===== src/rtl/cla5_accumulator.sv =====
// -----------------------------------------------------------------------------
// cla5_accumulator
//
// Registered accumulator stage built around a carry-lookahead adder. An
// operation (opcode + operand) is accepted through a valid/ready handshake,
// evaluated against the current accumulator in the following cycle, and the
// result is then held until downstream consumes it.
//
// Operations (OP):
//   2'b00 LOAD  : ACC = DIN, C = 0
//   2'b01 ADD   : {C, ACC} = ACC + DIN
//   2'b10 SUB   : ACC = ACC + ~DIN + 1, C = borrow (ACC < DIN)
//   2'b11 CLEAR : ACC = 0, C = 0, OVF_STICKY = 0 (DIN ignored)
//
// Build option:
//   CLA5_ACC_SATURATE_EN - when defined, ADD with carry clamps ACC to all ones
//                          and SUB with borrow clamps ACC to zero. C and
//                          OVF_STICKY behave exactly as in wrap mode.
//
// Ports:
//   CLK        in   clock, rising edge
//   RSTN       in   asynchronous active-low reset
//   IN_VALID   in   upstream presents OP/DIN
//   IN_READY   out  block can accept an operation (IDLE and out of reset)
//   OP         in   opcode, see above
//   DIN        in   unsigned operand
//   OUT_VALID  out  ACC/C hold a fresh result (registered)
//   OUT_READY  in   downstream consumes the result (only honoured in HOLD)
//   ACC        out  accumulator value (registered)
//   C          out  carry/borrow of the last operation (registered)
//   OVF_STICKY out  set by any C=1 result, cleared by CLEAR or reset
// -----------------------------------------------------------------------------
module cla5_accumulator #(
    parameter int WIDTH = 5
) (
    input  logic             CLK,
    input  logic             RSTN,
    input  logic             IN_VALID,
    output logic             IN_READY,
    input  logic [1:0]       OP,
    input  logic [WIDTH-1:0] DIN,
    output logic             OUT_VALID,
    input  logic             OUT_READY,
    output logic [WIDTH-1:0] ACC,
    output logic             C,
    output logic             OVF_STICKY
);

    localparam logic [1:0] OP_LOAD  = 2'b00;
    localparam logic [1:0] OP_ADD   = 2'b01;
    localparam logic [1:0] OP_SUB   = 2'b10;
    localparam logic [1:0] OP_CLEAR = 2'b11;

    typedef enum logic [1:0] {
        S_IDLE    = 2'd0,
        S_COMPUTE = 2'd1,
        S_HOLD    = 2'd2
    } state_t;

    state_t           r_state;
    logic [1:0]       r_op;
    logic [WIDTH-1:0] r_din;
    logic [WIDTH-1:0] r_acc;
    logic             r_c;
    logic             r_ovf;
    logic             r_out_valid;

    // -------------------------------------------------------------------------
    // Carry-lookahead adder: r_acc + w_b + w_cin
    // SUB reuses the adder by inverting the operand and injecting a carry-in.
    // -------------------------------------------------------------------------
    logic             w_is_sub;
    logic [WIDTH-1:0] w_b;
    logic             w_cin;
    logic [WIDTH-1:0] w_g;
    logic [WIDTH-1:0] w_p;
    logic [WIDTH:0]   w_carry;
    logic [WIDTH-1:0] w_sum;
    logic             w_cout;

    assign w_is_sub = (r_op == OP_SUB);
    assign w_b      = w_is_sub ? ~r_din : r_din;
    assign w_cin    = w_is_sub;
    assign w_g      = r_acc & w_b;
    assign w_p      = r_acc ^ w_b;

    assign w_carry[0] = w_cin;

    // Each carry is a flat sum of products: a generate at bit j propagated
    // through every bit between j and the carry position, plus the carry-in
    // propagated through all lower bits. No carry depends on another carry.
    genvar gi, gj;
    generate
        for (gi = 1; gi <= WIDTH; gi++) begin : g_carry
            logic [gi:0] w_terms;
            for (gj = 0; gj < gi; gj++) begin : g_term
                if (gj == gi - 1) begin : g_direct
                    assign w_terms[gj] = w_g[gj];
                end else begin : g_prop
                    assign w_terms[gj] = w_g[gj] & (&w_p[gi-1:gj+1]);
                end
            end
            assign w_terms[gi] = w_cin & (&w_p[gi-1:0]);
            assign w_carry[gi] = |w_terms;
        end
    endgenerate

    generate
        for (gi = 0; gi < WIDTH; gi++) begin : g_sum
            assign w_sum[gi] = w_p[gi] ^ w_carry[gi];
        end
    endgenerate

    assign w_cout = w_carry[WIDTH];

    // -------------------------------------------------------------------------
    // Result selection for the COMPUTE edge
    // -------------------------------------------------------------------------
    logic [WIDTH-1:0] w_acc_next;
    logic             w_c_next;
    logic             w_ovf_next;

    always_comb begin
        w_acc_next = r_acc;
        w_c_next   = 1'b0;
        case (r_op)
            OP_LOAD: begin
                w_acc_next = r_din;
                w_c_next   = 1'b0;
            end
            OP_ADD: begin
                w_acc_next = w_sum;
                w_c_next   = w_cout;
`ifdef CLA5_ACC_SATURATE_EN
                if (w_cout) begin
                    w_acc_next = {WIDTH{1'b1}};
                end
`endif
            end
            OP_SUB: begin
                // Carry-out of ACC + ~DIN + 1 is set when no borrow occurred.
                w_acc_next = w_sum;
                w_c_next   = ~w_cout;
`ifdef CLA5_ACC_SATURATE_EN
                if (!w_cout) begin
                    w_acc_next = {WIDTH{1'b0}};
                end
`endif
            end
            default: begin
                w_acc_next = {WIDTH{1'b0}};
                w_c_next   = 1'b0;
            end
        endcase
        w_ovf_next = (r_op == OP_CLEAR) ? 1'b0 : (r_ovf | w_c_next);
    end

    // -------------------------------------------------------------------------
    // Control FSM and datapath registers
    // -------------------------------------------------------------------------
    always_ff @(posedge CLK or negedge RSTN) begin
        if (!RSTN) begin
            r_state     <= S_IDLE;
            r_op        <= 2'b00;
            r_din       <= {WIDTH{1'b0}};
            r_acc       <= {WIDTH{1'b0}};
            r_c         <= 1'b0;
            r_ovf       <= 1'b0;
            r_out_valid <= 1'b0;
        end else begin
            case (r_state)
                S_IDLE: begin
                    if (IN_VALID) begin
                        r_op    <= OP;
                        r_din   <= DIN;
                        r_state <= S_COMPUTE;
                    end
                end
                S_COMPUTE: begin
                    r_acc       <= w_acc_next;
                    r_c         <= w_c_next;
                    r_ovf       <= w_ovf_next;
                    r_out_valid <= 1'b1;
                    r_state     <= S_HOLD;
                end
                S_HOLD: begin
                    // Consumption returns to IDLE; a new operation can only be
                    // accepted from the following cycle onwards.
                    if (OUT_READY) begin
                        r_out_valid <= 1'b0;
                        r_state     <= S_IDLE;
                    end
                end
                default: begin
                    r_out_valid <= 1'b0;
                    r_state     <= S_IDLE;
                end
            endcase
        end
    end

    // Gated with RSTN so the block never advertises readiness while held in
    // reset, even though the state register already reads IDLE.
    assign IN_READY   = RSTN & (r_state == S_IDLE);
    assign OUT_VALID  = r_out_valid;
    assign ACC        = r_acc;
    assign C          = r_c;
    assign OVF_STICKY = r_ovf;

endmodule

===== config.mk =====
export PLATFORM = sky130hd
export DESIGN_NAME = cla5_accumulator
export DESIGN_NICKNAME = d
export VERILOG_FILES = /design/src/rtl/cla5_accumulator.sv
export SDC_FILE = /design/constraint.sdc
export NUM_CORES = 1
export LEC_CHECK = 0
export CELL_PAD_IN_SITES_DETAIL_PLACEMENT = 1
export CELL_PAD_IN_SITES_GLOBAL_PLACEMENT = 1
export CORE_AREA = 10 10 62 64
export DETAILED_ROUTE_END_ITERATION = 10
export DIE_AREA = 0 0 72 74
export PLACE_DENSITY_LB_ADDON = 0.1
export SETUP_SLACK_MARGIN = 0.5
export SYNTH_ARGS = -nofsm -noshare
export SYNTH_HDL_FRONTEND = slang
export SYNTH_SLANG_ARGS = --single-unit

===== constraint.sdc =====
create_clock -name CLK -period 3.8 [get_ports CLK]
set_clock_uncertainty 0.05 [all_clocks]
set_input_delay 0.38 -clock CLK [delete_from_list [all_inputs] [get_ports CLK]]
set_output_delay 0.38 -clock CLK [all_outputs]
set_load 0.01 [all_outputs]

==> flow_metrics.env <==
export IMPL_status="completed"
export IMPL_die_area_um2=5330
export IMPL_post_synth_instance_area_um2=1020
export IMPL_ff_latch_area_um2=425
export IMPL_n_fill_cell=304
export IMPL_insertion_delay_ps=300
export IMPL_core_um2=2660
export IMPL_detail_route_iter0_violations=23
export IMPL_cpPeakStageDelay_ps=430
export IMPL_post_cts_hold_buffer_count=0
export IMPL_netlist_cell_types=31
export IMPL_asyncSetResetFlopFracSynth_pct=100
export IMPL_combined_area_of_the_multi_input_logic_cells_um2=562
export IMPL_cts_max_level=1
export IMPL_worstSetupStartpointType="flip-flop"
export IMPL_place_detailed_hpwl_um=1870
export IMPL_number_of_flops_mapped_to_enable_cells_by_yosys=0
export IMPL_p_leak_nw=0.570
export IMPL_setup_worst_path_end_class="flip-flop"
export IMPL_ant_nets=0
export IMPL_max_clock_path_buffers=2
export IMPL_period_share_pct=68.1
export IMPL_post_synth_cell_area_avg_um2=10.6
export IMPL_grt_first_pass_wirelength_um=4260
export IMPL_fmax_ghz=0.387
export IMPL_globalRoute_totalOverflow=0
export IMPL_synth_warning_count=0
export IMPL_timing_critical_path_max_delay_family="adder cells"
export IMPL_die_height_um=74
export IMPL_peakVddDrop_uv=484
export IMPL_drc_errors=0
export IMPL_total_nets_final=139
export IMPL_design_portCount=20
export IMPL_timing_critical_path_mode_cell="sky130_fd_sc_hd__ha_1"
export IMPL_path_cells="inv_1, ha_1, xor2_1, ha_1, a21oi_1, nand2_1, a221oi_2, mux2i_1, o21ai_1"
export IMPL_post_drt_via_cell_ratio=5.34
export IMPL_cts_buffers=3
export IMPL_design_area_um2=1270
export IMPL_fp_row_count=19
export IMPL_rsz0062_at_grt="false"
export IMPL_dominantRegCellSynth="sky130_fd_sc_hd__dfrtp_1"
export IMPL_buffer_ports_inserted=19
export IMPL_setup_violations=0
export IMPL_cell_with_the_largest_stage_delay_on_the_worst_path="sky130_fd_sc_hd__ha_1"
export IMPL_timing_setup_critical_path_class="flip-flop to flip-flop"
export IMPL_antenna_found_initial=0
export IMPL_vias=795
export IMPL_cap_viol_max_count=0
export IMPL_synthToLayoutAreaGrowth_pct=24.6
export IMPL_ys_seq_elements=17
export IMPL_clock_tree_root_cell="sky130_fd_sc_hd__clkbuf_4"
export IMPL_fp_dieW_um=72
export IMPL_drt_wl_total_um=2450
export IMPL_first_pass_detailed_route_iteration_total=4
export IMPL_clock_sinks=17
export IMPL_place_congestion=0.785
export IMPL_first_global_vias=867
export IMPL_antenna_diode_count=0
export IMPL_grtUsageTotal_pct=10.2
export IMPL_timing_final_crit_period_ps=2590
export IMPL_maximum_number_of_pins_on_one_net_before_global_route_repair=19
export IMPL_fraction_of_final_layout_cells_with_drive_strength_greater_than_1_pct=12.7
export IMPL_tritoncts_clock_tree="done"
export IMPL_final_max_slew_violation_count=0
export IMPL_cts_resized=0
export IMPL_post_dp_cell_area_um2=1250
export IMPL_floorplan_initialDensity_pct=38.4
export IMPL_hold_violations=0
export IMPL_yosysSeqAreaShare_pct=41.6
export IMPL_postSynthNetCount=116
export IMPL_tightestPinTransition_ps=552
export IMPL_fin_tns_setup_ps=0
export IMPL_worst_path_max_fanout=9
export IMPL_slew_limit_headroom_pct=63.2
export IMPL_arrival_time_of_the_worst_setup_path_ps=2720
export IMPL_post_cts_setup_buffer_count=0
export IMPL_required_ps=3930
export IMPL_synthesis_instances=96
export IMPL_cts_reportedPaths_clkPinSlew_ps=110
export IMPL_worst_path_buf_inv=1
export IMPL_avgRoutedWirePerCell_um=16.4
export IMPL_worst_hold_path_type="primary input to async pin"
export IMPL_power_density_nw_per_um2=1020
[per-stage QoR]
step	worst slack (ps)	utilization (%)	total power, W	instances	hold WS [ps]
finish	1210	47.8	0.00130	149	341
global route	940	47.8	0.00145	149	336
CTS	1160	47.8	0.00133	149	346
detailed placement	1200	46.8	0.00122	145	426
global placement	1430	46.8	0.00118	145	414
floorplan	1590	-	0.000975	96	34.4
[metal layers]
metal / up-vias / routed length [um] / GRT usage [%]
li1: 392 / - / -
met1: 387 / 1060 / 10.9
met2: 11 / 1240 / 18.4
met3: 5 / 115 / 2.79
met4: 0 / 42 / 4.52
met5: - / 0 / 0
[cells in the mapped netlist, drive strengths merged (2+ instances only)]
cell     n  area share (%)
dfrtp   17              42
nand2   11             4.0
ha       9              11
o21ai    8             3.9
xor2     7             6.0
mux2     6             6.6
a21oi    4             2.0
inv      4             1.5
buf      3             2.0
nor2     3             1.1
a221oi   2             2.9
a22oi    2             1.5
mux2i    2             2.0
nor3b    2             1.5
o31ai    2             1.5
xnor2    2             1.7
[final cells by class]
| cell class | instances | share of cell area, % |
|---|---|---|
| flip-flops and latches | 17 | 33.4 |
| inverters | 4 | 1.18 |
| clock inverters | 1 | 0.393 |
| well taps | 31 | 3.05 |
| multi-input cells | 72 | 44.1 |
| clock buffers | 3 | 1.77 |
| repair buffers | 21 | 16.1 |
[cells by family (layout without fill, tap and decap cells)]
| family | after synthesis | count (layout) | synth area share, % |
|---|---|---|---|
| multiplexers | 8 | 8 | 8.57 |
| buffers and inverters | 7 | 29 | 3.43 |
| flip-flops | 17 | 17 | 41.6 |
| XOR/XNOR | 9 | 9 | 7.71 |
| adder cells (fa/ha/maj) | 9 | 9 | 11.0 |
| AO/OA/AOI/OAI | 25 | 25 | 18.0 |
| AND/OR/NAND/NOR | 21 | 21 | 9.67 |
[registers in the layout, indices dropped and copies added, names as in the netlist]
name and cells:
r_state 2, OVF_STICKY 1, r_din 5, C 1, ACC 5, r_op 2
OUT_VALID 1
[path summary, 6_finish.rpt]
path | startpoint | end | slack, ps | depth (start not counted)
max | r_op[0] | C | 1210 | 9
min | RSTN | ACC[3] | 340 | 2
max reg2reg | r_op[0] | C | 1210 | 9
min reg2reg | OUT_VALID | OUT_VALID | 440 | 1
max in group asynchronous | RSTN | r_op[1] | 3160 | 2
min in group CLK | OUT_VALID | OUT_VALID | 440 | 1
[placed cells by master (no fill, tap or decap), types with 3 or more instances in the layout]
master / n
sky130_fd_sc_hd__ha_1: 9
sky130_fd_sc_hd__xor2_1: 7
sky130_fd_sc_hd__mux2_2: 6
sky130_fd_sc_hd__nand2_1: 11
sky130_fd_sc_hd__clkdlybuf4s50_1: 19
sky130_fd_sc_hd__nor2_1: 3
sky130_fd_sc_hd__inv_1: 4
sky130_fd_sc_hd__dfrtp_1: 17
sky130_fd_sc_hd__a21oi_1: 4
sky130_fd_sc_hd__clkbuf_4: 3
sky130_fd_sc_hd__o21ai_0: 6
[report_power, final]
part	leakage (nW)	internal (W)	switching, W	total (W)
logic	0.343	0.000408	0.000441	0.000849
registers	0.209	0.000266	0.0000832	0.000350
clock network	0.0177	0.0000393	0.0000646	0.000104
total	0.570	0.000714	0.000589	0.00130
No activity file was read; power rests on OpenSTA's default activity.
